`src/rtl/dma_pkg.sv`:
```
// Shared constants for the byte DMA read controller: FSM state encoding and
// default address/length widths.
package dma_pkg;

  localparam int DEF_ADDR_W = 16;
  localparam int DEF_LEN_W  = 16;

  localparam logic [1:0] ST_IDLE  = 2'd0;
  localparam logic [1:0] ST_RUN   = 2'd1;
  localparam logic [1:0] ST_DRAIN = 2'd2;
  localparam logic [1:0] ST_DONE  = 2'd3;

endpackage

```
`src/rtl/dma_out_buf.sv`:
```
// Two-entry byte FIFO between the memory read port and the downstream
// handshake. The read-issue rule upstream guarantees it is never pushed when full.
module dma_out_buf (
  input  logic       clk,
  input  logic       rst_n,
  input  logic       flush,
  input  logic       push,
  input  logic [7:0] push_data,
  input  logic       pop,
  output logic [1:0] count,
  output logic [7:0] head
);

  logic [7:0] mem [2];
  logic       wr_ptr;
  logic       rd_ptr;

  // NOTE: storage is deliberately not reset; the pointers and count decide
  // which entries are visible, so stale contents are never observed.
  always_ff @(posedge clk) begin
    if (push && !flush) mem[wr_ptr] <= push_data;
  end

  always_ff @(posedge clk) begin
    if (!rst_n || flush) begin
      wr_ptr <= 1'b0;
      rd_ptr <= 1'b0;
      count  <= 2'd0;
    end else begin
      if (push) wr_ptr <= ~wr_ptr;
      if (pop)  rd_ptr <= ~rd_ptr;
      count <= count + {1'b0, push} - {1'b0, pop};
    end
  end

  assign head = mem[rd_ptr];

endmodule

```
`src/rtl/byte_dma_rd_ctrl.sv`:
```
// Byte-wide DMA read engine: streams length bytes from base_addr out of a
// one-cycle-latency memory into a valid/ready port through a 2-entry buffer.
module byte_dma_rd_ctrl
  import dma_pkg::*;
#(
  parameter int ADDR_W = DEF_ADDR_W,
  parameter int LEN_W  = DEF_LEN_W
) (
  input  logic              clk,
  input  logic              rst_n,
  input  logic              start,
  input  logic [ADDR_W-1:0] base_addr,
  input  logic [LEN_W-1:0]  length,
  input  logic              abort,
  output logic              busy,
  output logic              done,
  output logic [LEN_W-1:0]  bytes_sent,
  output logic              mem_rd_en,
  output logic [ADDR_W-1:0] mem_addr,
  input  logic [7:0]        mem_rd_data,
  output logic              m_valid,
  output logic [7:0]        m_data,
  input  logic              m_ready
);

  logic [1:0]        state;
  logic [1:0]        state_nxt;
  logic [ADDR_W-1:0] base_q;
  logic [LEN_W-1:0]  len_q;
  logic [LEN_W-1:0]  issued;
  logic              rd_pending;
  logic [1:0]        buf_count;
  logic [2:0]        occupancy;
  logic              pop;
  logic              flush;
  logic              last_issue;
  logic              drain_empty;

  assign busy    = (state == ST_RUN) || (state == ST_DRAIN);
  assign done    = (state == ST_DONE);
  assign m_valid = (buf_count != 2'd0);
  assign pop     = m_valid && m_ready;
  assign flush   = abort && busy;

  // Entries already held or in flight, minus the one leaving this cycle.
  assign occupancy  = {1'b0, buf_count} + {2'b00, rd_pending} - {2'b00, pop};
  assign mem_rd_en  = (state == ST_RUN) && (occupancy < 3'd2);
  assign mem_addr   = base_q + ADDR_W'(issued);
  assign last_issue = mem_rd_en && ((issued + LEN_W'(1)) == len_q);
  assign drain_empty = !rd_pending &&
                       ((buf_count == 2'd0) || ((buf_count == 2'd1) && pop));

  // NOTE: state_nxt gets a default before the case so no latch is inferred.
  always_comb begin
    state_nxt = state;
    case (state)
      ST_IDLE:  if (start) state_nxt = (length == '0) ? ST_DONE : ST_RUN;
      ST_RUN:   if (abort) state_nxt = ST_IDLE;
                else if (last_issue) state_nxt = ST_DRAIN;
      ST_DRAIN: if (abort) state_nxt = ST_IDLE;
                else if (drain_empty) state_nxt = ST_DONE;
      default:  state_nxt = ST_IDLE;
    endcase
  end

  // NOTE: all registered state uses non-blocking assignments.
  always_ff @(posedge clk) begin
    if (!rst_n) begin
      state      <= ST_IDLE;
      base_q     <= '0;
      len_q      <= '0;
      issued     <= '0;
      bytes_sent <= '0;
      rd_pending <= 1'b0;
    end else begin
      state      <= state_nxt;
      rd_pending <= mem_rd_en && !flush;
      if (state == ST_IDLE && start) begin
        base_q     <= base_addr;
        len_q      <= length;
        issued     <= '0;
        bytes_sent <= '0;
      end else begin
        if (mem_rd_en) issued     <= issued + LEN_W'(1);
        if (pop)       bytes_sent <= bytes_sent + LEN_W'(1);
      end
    end
  end

  dma_out_buf u_buf (
    .clk       (clk),
    .rst_n     (rst_n),
    .flush     (flush),
    .push      (rd_pending),
    .push_data (mem_rd_data),
    .pop       (pop),
    .count     (buf_count),
    .head      (m_data)
  );

endmodule

```
`config.mk`:
```
export PLATFORM = sky130hd
export DESIGN_NAME = byte_dma_rd_ctrl
export DESIGN_NICKNAME = d
export VERILOG_FILES = /design/src/rtl/dma_pkg.sv /design/src/rtl/dma_out_buf.sv /design/src/rtl/byte_dma_rd_ctrl.sv
export SDC_FILE = /design/constraint.sdc
export NUM_CORES = 1
export LEC_CHECK = 0
export ABC_CLOCK_PERIOD_IN_PS = 9000
export BUFFER_PORTS_ARGS = -buffer_cell sky130_fd_sc_hd__buf_2
export CORE_AREA = 2 2 111 113
export CTS_BUF_LIST = sky130_fd_sc_hd__clkbuf_4 sky130_fd_sc_hd__clkbuf_8 sky130_fd_sc_hd__clkbuf_16
export CTS_CLUSTER_SIZE = 24
export DETAILED_ROUTE_END_ITERATION = 6
export DIE_AREA = 0 0 113 115
export PLACE_DENSITY = 0.7
export SLEW_MARGIN = 20
export SYNTH_ARGS = -nofsm -noshare
export SYNTH_HDL_FRONTEND = slang
export SYNTH_SLANG_ARGS = --single-unit
```
`constraint.sdc`:
```
create_clock -name clk -period 9 [get_ports clk]
set_input_delay 2.25 -clock clk [delete_from_list [all_inputs] [get_ports clk]]
set_output_delay 2.25 -clock clk [all_outputs]
set_load 0.02 [all_outputs]
```
# Word level (Yosys, flattened, before mapping)
# Memories as Yosys holds them, arrays and structs flattened. A register that Yosys moved wholly into a read port is not among the register bits.
# Cells that the tools add are included.
[classes]
n_addsub = 7
n_lt_le_gt_ge = 1
eq_ne = 8
n_mux = 11
bitwise_logic = 3
n_reduce_logical = 21
[ops]
columns = ["cell", "n"]
rows = [
  ["16-bit by 1-bit adder with 16-bit output, second input constant", 2],
  ["16-bit adder", 1],
  ["16-bit equality test", 1],
  ["16-bit zero test", 1],
  ["2-bit two-way mux", 6],
  ["1-bit logical AND", 9],
  ["3-bit inequality test, second input constant", 2],
  ["2-bit one-hot mux with 3 select lines", 1],
  ["2-bit by 1-bit equality test with 1-bit output, second input constant", 2],
  ["2-bit equality test, second input constant", 2],
  ["2-bit zero test", 2],
  ["1-bit two-way mux", 4],
  ["2-bit by 1-bit adder with 3-bit output", 1],
  ["1-bit zero test", 3],
  ["1-bit logical OR", 3],
  ["3-bit by 2-bit less-than comparator with 1-bit output, second input constant", 1],
  ["1-bit inverter", 3],
  ["3-bit AND reduction", 1],
  ["3-bit by 1-bit subtractor with 3-bit output", 1],
  ["2-bit by 1-bit adder with 2-bit output", 1],
  ["2-bit inequality test, second input constant", 1],
  ["2-bit nonzero test", 1],
  ["2-bit OR reduction", 1],
  ["2-bit by 1-bit subtractor with 2-bit output", 1],
]
[totals]
reg_bits = 71
ramBits = 16
input_bits = 45
output_inout_bits = 44
word_cells = 61
mem_count = 1
[memory_table]
columns = ["name", "depth", "word_bits", "read_ports", "rd_ports_with_merged_regs", "write_ports", "line_no", "text"]
rows = [
  ["u_buf.mem", 2, 8, 1, 1, 1, "dma_out_buf.sv:14", "logic [7:0] mem [2];"],
]

# Depth between registers and ports, before layout
# Gate-level depths: netlist (run 1).
[logic_depth]
ltp_word = 9
ltp_mapped = 14
ltp_nobuf = 13

# By module
# Synthesis (run 1) repeated with hierarchy kept, for this count alone.
[unflattened]
cells_unflattened = 544
area_unflattened_um2 = 4773.3
[by_module_without_submodules]
columns = ["mod", "instances", "cells_each", "area_each_um2", "seq_area_each_um2"]
rows = [
  ["byte_dma_rd_ctrl", 1, 498, 3973.8, 1341.3],
  ["dma_out_buf", 1, 46, 799.5, 580.6],
]

# Worst setup path after synthesis (run 1)
# Ideal clock, no wire load.
[synth_timing]
path_kind = "input to output"
from = "input port m_ready"
to = "output port mem_rd_en"
arrival_ns = 3.999
required_ns = 6.750
setup_slack_ns = 2.751
stages = 9
path_buffers = 1
path_cell_list = "inv_1 a21oi_2 ha_1 inv_1 ha_1 fa_1 nand3b_1 inv_1 buf_2"
[synth_via]
elab_chain_len = 4
[synth_lines]
columns = ["element", "line_no", "text"]
rows = [
  ["start: declaration", "byte_dma_rd_ctrl.sv:23", "input logic m_ready"],
  ["1-bit logical AND", "byte_dma_rd_ctrl.sv:42", "assign pop = m_valid && m_ready;"],
  ["named net pop", "byte_dma_rd_ctrl.sv:34", "logic pop;"],
  ["3-bit by 1-bit subtractor with 3-bit output", "byte_dma_rd_ctrl.sv:46", "assign occupancy = {1'b0, buf_count} + {2'b00, rd_pending} - {2'b00, pop};"],
  ["named net occupancy[1]", "byte_dma_rd_ctrl.sv:33", "logic [2:0] occupancy;"],
  ["3-bit by 2-bit less-than comparator with 1-bit output", "byte_dma_rd_ctrl.sv:47", "assign mem_rd_en = (state == ST_RUN) && (occupancy < 3'd2);"],
  ["1-bit logical AND", "byte_dma_rd_ctrl.sv:47", ""],
  ["end: declaration", "byte_dma_rd_ctrl.sv:18", "output logic mem_rd_en,"],
]
# The timed path passes the listed nets, and every way through them passes these cells.

# Worst setup path in the final report (run 1)
# Ends and elaborated chain as after synthesis.

==> results of run 1 <==
[layer usage]
metal / global-route usage, % / part of all wire (%)
met3: 2.90 / 4.6
met1: 22.3 / 50
met4: 5.69 / 1.3
met5: 0 / 0
met2: 26.4 / 44
[cell usage after synthesis (all sizes together), types with 5 or more instances]
master,n
nor3,13
mux2i,5
a21boi,32
xnor2,39
edfxtp,16
nand3,14
dfxtp,72
ha,23
nand2,95
o21a,5
o21ai,17
clkbuf,15
inv,21
nand4,11
xor2,18
buf,6
and3,5
a21oi,23
and4,5
nor2,54
or3,11
mux2,8
[cells by family (layout without fill, tap and decap cells)]
group                      count (synthesis)  after routing  share of synthesized area (%)
xor gates and xnor gates                  57             57                           10.4
buffers and inverters                     42            126                           3.53
muxes                                     13             13                           2.91
DFF                                       88             88                           39.9
and+or+nand+nor                          225            225                           21.6
adders and majority gates                 25             25                           6.81
AOI/OAI and AO/OA                        101            101                           14.8
[registers in the layout (all words and copies together) (netlist names), named ones only]
name	count
base_q	16
bytes_sent	16
issued	16
len_q	16
rd_pending	1
state	2
u_buf.count	2
u_buf.mem	16
u_buf.rd_ptr	1
u_buf.wr_ptr	1
[stage by stage]
stage               cell area [um2]  power (mW)  hold slack, ns  util (%)
global route                   5640        1.28           0.502      47.8
global placement               5350       0.843           0.458      45.3
CTS                            5640        1.22           0.476      47.8
finish                         5640        1.20           0.470      47.8
detailed placement             5350       0.854           0.467      45.3
floorplan                      4810       0.756           0.448         -
[layout by cell type, fill, tap and decap left out, drive strengths merged, types with 8 or more instances in the layout]
cell type,instances
dfxtp,72
a21boi,32
inv,25
nand4,11
clkbuf,9
mux2,8
a21oi,23
ha,23
nand2,95
o21ai,17
or3,11
xor2,18
nor2,54
edfxtp,16
buf,89
nor3,13
xnor2,39
nand3,14
[layout make-up]
| cell class | instances | area, um2 | area share (%) |
|---|---|---|---|
| clock inverters | 7 | 62.6 | 1.11 |
| multi-input cells | 421 | 2720 | 48.2 |
| flip-flops and latches | 88 | 1920 | 34.1 |
| clock buffers | 9 | 225 | 3.99 |
| well taps | 147 | 184 | 3.26 |
| repair buffers | 89 | 448 | 7.94 |
| inverters | 21 | 78.8 | 1.40 |
[critical path: cells and delay by family]
kind                       cells  cell delay, ns
adders and majority gates      3            0.89
buffers and inverters          5            0.80
and+or+nand+nor                1            0.31
AOI/OAI and AO/OA              1            0.28
[worst paths after layout]
kind                                     start    endpoint  slack (ns)  cells past startpoint
worst max-delay path                   m_ready   mem_rd_en        2.20                     10
worst min-delay path                base_q[14]  base_q[14]        0.47                      2
worst max register to register  u_buf.count[1]    state[0]        5.64                     12
worst min register to register      base_q[14]  base_q[14]        0.47                      2
[power breakdown]
group	internal (mW)	switching, mW
clock	0.193	0.165
combinational	0.138	0.216
sequential	0.450	0.0386
==> metrics, run 1 <==
Post-CTS Resized 0; placed instance count 766; cts bufs inserted 9; failing checks DRC; Worst Path Arrival 4.55 ns; fmax 0.147 GHz; Clock Sinks 88; clk root buf clkbuf_16; number of max-cap violations 0; Worst setup EP type output port; ant diodes 0; ys flop type dfxtp_1; endpoints failing setup 0; clock tree buffer depth 2; proportion of layout cells with a drive suffix above 1 20.0%; CTS tree done; Mapped Cells 551; RSZ-0062 raised after global routing false; filler instances 1124; post-synth top area share 29.9%; global-route wire length before repair 17600 um; cell leakage power 2.25 nW; NumNets Final 700; CTS Hold Bufs 0; First-pass DRT Iterations 6; Routed WL 10400 um; gpl congestion 0.839; DRC 5; Area Growth Syn to Fin 17.2%; final slew viol count 0; Setup TNS 0 ns; fin cells 782; CP Max Fanout 11; Final WS setup 2.20 ns; core area 11800 um2; Min-Delay Path Class flop to flop; CP dominant cell by count inv_1; fin crit share 75.6%; pin count of the biggest net entering global routing 41; Async SR Flop Fraction 0%; DIE WIDTH 113 um; register bit total from synthesis 88; synth top area cells dfxtp_1 (30%), edfxtp_1 (10%), nand2_1 (7.4%), xnor2_1 (7.1%), ha_1 (6.0%); post-DR wirelength/cell 13.3 um; CP max stage delay 0.43 ns; IO Pins 89; Critical Path RT 6.75 ns; initial antenna violation count 0; Setup WS pre-CTS 2.21 ns; Final ANT Viol Nets 0; yosys warns 0; max_slew headroom 30.9%; H-Tree Depth 3; Post-Syn Nets 621; post-CTS setup buffers 0; dpl hpwl 7820 um; Setup crit start kind input port; Yosys cell types 58; CP Cell Sequence buf_2 -> inv_1 -> a21oi_2 -> ha_1 -> inv_1 -> ha_1 -> fa_1 -> nand3b_1 -> inv_1 -> buf_2; Slew @ Worst Pin 1.03 ns; Syn Area/Cell 8.74 um2; detail-routed via count per cell 5.15; number of core rows 40; Seq/Total Area, Yosys 39.9%; Initial Util 40.8%; Total GRT Usage 16.4%; Clock Skew 0.00880 ns; Via Count 4030; chip height 115 um; Die ar. 13000 um2; initial drt markers 190; clock-pin transition on the worst setup and hold timing paths 0.07 ns; status finished, violations left; Tmin final 6.80 ns; Max VDD drop 0.122 mV; area leader, netlist dfxtp_1; WS Path Type input port to output port; PortBufs 88; Skew-Pair Late Insertion Delay 0.34 ns; Power Density 213 nW/um2; Slowest-stage cell, CP fa_1; number of global-route vias before repair 3818; EDFF count, synth 16; total grt overflow 0; Mapped Area 4810 um2; Hold Fails Final Rpt 0
(Power assumes the default switching activity.)
==> run 2, diff against run 1 <==
--- a/config.mk
+++ b/config.mk
@@ -5,14 +5,15 @@
 export SDC_FILE = /design/constraint.sdc
 export NUM_CORES = 1
 export LEC_CHECK = 0
-export ABC_CLOCK_PERIOD_IN_PS = 9000
+export ABC_AREA = 1
+export ABC_CLOCK_PERIOD_IN_PS = 6000
 export BUFFER_PORTS_ARGS = -buffer_cell sky130_fd_sc_hd__buf_2
-export CORE_AREA = 2 2 111 113
+export CORE_AREA = 2 2 110 112
 export CTS_BUF_LIST = sky130_fd_sc_hd__clkbuf_4 sky130_fd_sc_hd__clkbuf_8 sky130_fd_sc_hd__clkbuf_16
 export CTS_CLUSTER_SIZE = 24
 export DETAILED_ROUTE_END_ITERATION = 6
-export DIE_AREA = 0 0 113 115
-export PLACE_DENSITY = 0.7
+export DIE_AREA = 0 0 112 114
+export PLACE_DENSITY = 0.72
 export SLEW_MARGIN = 20
 export SYNTH_ARGS = -nofsm -noshare
 export SYNTH_HDL_FRONTEND = slang
==> constraint.sdc (replaced) <==
create_clock -name clk -period 6 [get_ports clk]
set_input_delay 1.5 -clock clk [delete_from_list [all_inputs] [get_ports clk]]
set_output_delay 1.5 -clock clk [all_outputs]
set_load 0.02 [all_outputs]
==> metrics, run 2 <==
status completed; CP Cell Sequence buf_2 -> nand2_4 -> clkinv_2 -> ha_1 -> inv_1 -> ha_1 -> fa_1 -> nor2_1 -> and3_1 -> buf_2; clock-pin transition on the worst setup and hold timing paths 0.06 ns (about the same); fin area 5630 um2 (-0.24%); Clock Sinks 88 (unchanged); Max VDD drop 0.174 mV (+42%); Yosys cell types 40 (-31%); proportion of layout cells with a drive suffix above 1 19.2% (-0.83 points); total grt overflow 0 (unchanged); gpl congestion 0.865 (+3.2%); post-CTS setup buffers 0 (unchanged); Slowest-stage cell, CP fa_1; Die ar. 12800 um2 (-1.7%); clk root buf clkbuf_16; post-DR wirelength/cell 12.6 um (-4.9%); H-Tree Depth 3 (unchanged); register bit total from synthesis 88 (unchanged); PortBufs 88 (unchanged); Power Density 468 nW/um2 (+120%); max_slew headroom 38.7% (+7.7 points); most frequent cells after synthesis nand2_1 (111), nor2_1 (88), dfxtp_1 (72), inv_1 (68), a21oi_1 (56); placed instance count 851 (+11%); Worst setup EP type output port; global-route wire length before repair 18400 um (+4.8%); Initial Util 40.4% (-0.31 points); EDFF count, synth 16 (unchanged); Area Growth Syn to Fin 18.9%; Seq/Total Area, Yosys 40.6% (+0.65 points); Final ANT Viol Nets 0 (unchanged); endpoints failing setup 0 (unchanged); clock tree buffer depth 2 (unchanged); DRC 0 (-5); placed cell areas 5310 um2 (-0.77%); fin cells 867 (+11%); detail-routed via count per cell 4.91 (-4.7%); CTS Hold Bufs 0 (unchanged); cts bufs inserted 9 (unchanged); Min-Delay Path Class flop to flop; count leader, synth nand2_1; most frequent cells in the layout nand2_1 (111), nor2_1 (88), buf_2 (88); initial antenna violation count 0 (unchanged); R2R cell count 11 (-1); area leader, netlist dfxtp_1; CP Max Fanout 7 (-4); Total GRT Usage 17.8% (+1.4 points); CP top delay family adder cells; cell leakage power 2.49 nW (+10%); RSZ-0062 raised after global routing false; Tmin final 4.80 ns; WS Path Type input port to output port; ys flop type dfxtp_1; hold depth 2 (unchanged); Async SR Flop Fraction 0% (unchanged); IO Pins 89 (unchanged); most common cell after layout, fill and taps aside nand2_1; Via Count 4258 (+5.7%); dpl hpwl 8230 um (+5.3%); Skew-Pair Late Insertion Delay 0.34 ns (about the same); number of global-route vias before repair 4018 (+5.2%); Post-CTS Resized 0 (unchanged); ant diodes 0 (unchanged); NumNets Final 785 (+12%); filler instances 1226 (+9.1%); Clock Skew 0.00601 ns (-0.00279 ns); Syn Area/Cell 7.51 um2 (-14%); fmax 0.209 GHz; Setup crit start kind input port; DIE WIDTH 112 um (-0.88%); number of max-cap violations 0 (unchanged); synth top area cells dfxtp_1 (30%), edfxtp_1 (10%), nand2_1 (8.8%), nor2_1 (7.0%), ha_1 (6.1%); fin crit share 79.9%; worst path bufs/invs 4 (-1); Worst Path Arrival 3.30 ns (-1.25 ns); pin count of the biggest net entering global routing 45 (+9.8%); First-pass DRT Iterations 5 (-1); Hold Fails Final Rpt 0 (unchanged); CP max stage delay 0.45 ns (+0.02 ns); Mapped Cells 631 (+15%); Post-Syn Nets 701 (+13%); Routed WL 10900 um (+5.4%); Setup TNS 0 ns (unchanged); core area 11700 um2 (-0.85%); final slew viol count 0 (unchanged); Slew @ Worst Pin 0.916 ns (-0.117 ns); initial drt markers 232 (+22%); chip height 114 um (-0.87%); number of core rows 40 (unchanged); Critical Path RT 4.50 ns (-2.25 ns); yosys warns 0 (unchanged); instance count on the critical path 10 (unchanged); post-synth top area share 30.4% (+0.49 points); Mapped Area 4740 um2 (-1.6%); CTS tree done
run 2: cell count changes after synthesis, moves of 11 or more:
cell / change
o21ai_0: +40
nand2_1: +16
a21boi_0: -30
nand3_1: +15
or3_1: -11
inv_1: +48
a21oi_1: +34
xnor2_1: -31
nor2_1: +34
run 2: where the power goes:
| group | switching, mW | leakage [nW] | internal (mW) |
|---|---|---|---|
| Combinational | 0.736 | 1.59 | 0.416 |
| Sequential | 0.140 | 0.734 | 0.745 |
| Clock | 0.228 | 0.160 | 0.368 |
| Total | 1.10 | 2.49 | 1.53 |
run 2: worst paths after layout:
kind | start | to | slack (ns)
hold reg to reg | len_q[3] | len_q[3] | 0.47
hold / removal | len_q[3] | len_q[3] | 0.47
setup reg to reg | state[0] | issued[10] | 2.82
setup / recovery | m_ready | mem_rd_en | 1.20
run 2: metal layers:
metal	wire length, um	vias to the layer above	share of wire (%)	GRT usage [%]
met1	5100	1903	47	22.8
li1	-	2252	-	-
met4	162	0	1.5	6.83
met3	642	9	5.9	3.88
met2	5040	94	46	29.5
met5	0	-	0	0
run 2: cell families (layout without fill, tap and decap cells):
logic type,count (synthesis),in the layout,share of synthesized area (%)
buffers and inverters,89,178,7.24
muxes,8,8,1.90
xor gates and xnor gates,20,20,3.70
AOI/OAI and AO/OA,133,133,14.9
DFF,88,88,40.6
adders and majority gates,25,25,6.92
and+or+nand+nor,268,268,24.7
run 2: worst min-delay path: stages, from the launching register on:
cell and delay, ns:
dfxtp_1 0.31, inv_1 0.06, a21oi_1 0.05
run 2: cell type report:
cell class	instances	area (um2)	area share [%]
clock buffer	10	233	4.13
tap	147	184	3.27
timing repair buffer	91	463	8.22
clock inverter	6	83.8	1.49
inverter	71	268	4.76
sequential	88	1920	34.1
multi-input combinational	454	2480	44.0
run 2: metrics by stage:
step                      hold WS [ns]  power [mW]  util [%]  setup WS (ns)
after floorplan                  0.444        1.73         -           1.08
after global placement           0.461        2.04      45.3           1.21
after detailed placement         0.467        2.05      45.4           1.19
after CTS                        0.476        2.65      48.1           1.19
after global routing             0.507        2.85      48.1           1.08
final                            0.471        2.63      48.1           1.20
==> run 3, diff against run 2 <==
--- a/config.mk
+++ b/config.mk
@@ -5,14 +5,14 @@
 export SDC_FILE = /design/constraint.sdc
 export NUM_CORES = 1
 export LEC_CHECK = 0
-export ABC_AREA = 1
-export ABC_CLOCK_PERIOD_IN_PS = 6000
+export ABC_AREA = 0
+export ABC_CLOCK_PERIOD_IN_PS = 4100
 export BUFFER_PORTS_ARGS = -buffer_cell sky130_fd_sc_hd__buf_2
-export CORE_AREA = 2 2 110 112
+export CORE_AREA = 2 2 111 113
 export CTS_BUF_LIST = sky130_fd_sc_hd__clkbuf_4 sky130_fd_sc_hd__clkbuf_8 sky130_fd_sc_hd__clkbuf_16
 export CTS_CLUSTER_SIZE = 24
 export DETAILED_ROUTE_END_ITERATION = 6
-export DIE_AREA = 0 0 112 114
+export DIE_AREA = 0 0 113 115
 export PLACE_DENSITY = 0.72
 export SLEW_MARGIN = 20
 export SYNTH_ARGS = -nofsm -noshare
==> constraint.sdc (replaced) <==
create_clock -name clk -period 4.1 [get_ports clk]
set_input_delay 1.025 -clock clk [delete_from_list [all_inputs] [get_ports clk]]
set_output_delay 1.025 -clock clk [all_outputs]
set_load 0.02 [all_outputs]
==> metrics, run 3 (synthesis gave the netlist of run 1 again) <==
IO Pins 89 (unchanged); clock-pin transition on the worst setup and hold timing paths 0.06 ns (about the same); Setup crit start kind flop; chip height 115 um (+0.88%); Worst setup EP type output port; Routed WL 10600 um (-2.9%); fin area 5710 um2 (+1.4%); post-CTS setup buffers 0 (unchanged); placed instance count 770 (-9.5%); final core occ 48.3% (+0.27 points); CTS Hold Bufs 0 (unchanged); Skew-Pair Late Insertion Delay 0.34 ns (about the same); post-DR wirelength/cell 13.5 um (+7.1%); Min-Delay Path Class flop to flop; status finished, violations left; pin count of the biggest net entering global routing 40 (-11%); cts bufs inserted 9 (unchanged); Initial Util 40.8% (+0.31 points); total grt overflow 0 (unchanged); Slowest-stage cell, CP dfxtp_1; DIE WIDTH 113 um (+0.89%); Clock Sinks 88 (unchanged); First-pass DRT Iterations 7 (+2); Hold Fails Final Rpt 0 (unchanged); Total GRT Usage 16.3% (-1.4 points); Power Density 479 nW/um2 (+2.5%); Tmin final 3.88 ns; fmax 0.257 GHz; final slew viol count 0 (unchanged); global-route wire length before repair 17400 um (-5.6%); ant diodes 0 (unchanged); CP Max Fanout 6 (-1); WS Path Type flop to output port; max_slew headroom 51.9% (+13 points); register-to-register setup slack 1.21 ns (-1.61 ns); gpl congestion 0.862 (-0.35%); CP Cell Sequence ha_1 -> a211oi_2 -> o21a_1 -> o311ai_1 -> o41ai_2 -> o21ai_1 -> o41a_1 -> xnor2_1 -> buf_2; Critical Path RT 3.07 ns (-1.43 ns); Area Growth Syn to Fin 18.6%; initial drt markers 234 (+0.86%); dpl hpwl 8000 um (-2.8%); fin crit share 94.7%; Worst Path Arrival 2.86 ns (-0.44 ns); most common cell after layout, fill and taps aside nand2_1; Max VDD drop 0.219 mV (+26%); Setup TNS 0 ns (unchanged); fin cells 786 (-9.3%); number of global-route vias before repair 3763 (-6.3%); Die ar. 13000 um2 (+1.8%); DRC 4 (+4); most frequent cells in the layout nand2_1 (94), buf_2 (88), dfxtp_1 (71); Via Count 4089 (-4.0%); CP max stage delay 0.41 ns (-0.04 ns); core area 11800 um2 (+0.85%); number of core rows 40 (unchanged); number of max-cap violations 0 (unchanged); Setup WS pre-CTS 0.354 ns (-0.838 ns); placed cell areas 5380 um2 (+1.3%); Final ANT Viol Nets 0 (unchanged); Clock Skew 0.00873 ns (+0.00271 ns); NumNets Final 704 (-10%); Hold Worst Slack 0.468 ns (-0.00352 ns); initial antenna violation count 0 (unchanged); Slew @ Worst Pin 0.719 ns (-0.197 ns); proportion of layout cells with a drive suffix above 1 21.1% (+2.0 points); CTS tree done; endpoints failing setup 0 (unchanged); cell leakage power 2.29 nW (-8.0%); RSZ-0062 raised after global routing true; failing checks DRC; Final WS setup 0.216 ns (-0.989 ns); clock tree buffer depth 2 (unchanged); Final Power 2.74 mW (+4.0%); detail-routed via count per cell 5.20 (+5.9%); H-Tree Depth 3 (unchanged); clk root buf clkbuf_16; PortBufs 88 (unchanged)
run 3: what timing repair did:
action,in CTS,in global routing
gates resized for setup,0,3
hold endpoints to repair,0,0
setup endpoints to repair,0,3
run 3: where the power goes:
group | internal (mW) | total [mW] | switching (mW)
registers | 0.989 | 1.08 | 0.0872
clock network | 0.485 | 0.849 | 0.364
logic | 0.323 | 0.812 | 0.490
total | 1.80 | 2.74 | 0.941
run 3: worst paths after layout:
kind / startpoint / to / cells after the start
worst max-delay path: issued[1] / mem_addr[15] / 9
worst min-delay path: base_q[11] / base_q[11] / 2
worst max register to register: u_buf.count[1] / state[0] / 13
worst min register to register: base_q[11] / base_q[11] / 2
run 3: area by class of cell:
type                    count  area, um2
well taps                 147        184
inverters                  21       78.8
multi-input cells         421       2740
clock buffers               9        225
fillers                  1134       6100
clock inverters             7       85.1
flip-flops and latches     88       1920
repair buffers             93        478
run 3: metal layers:
layer | vias up | track usage (%) | routed length (um)
met2 | 77 | 26.6 | 4820
met1 | 1925 | 22.1 | 5220
li1 | 2075 | - | -
met3 | 12 | 3.69 | 479
met4 | 0 | 4.15 | 100
met5 | - | 0 | 0
run 3: worst max-delay path, delay by kind of cell, from the launching register on:
family / cells / cell delay [ns]
buffers and inverters: 1 / 0.18
XOR/XNOR: 1 / 0.15
flip-flops: 1 / 0.41
AO/OA/AOI/OAI: 6 / 1.48
adder cells (fa/ha/maj): 1 / 0.29
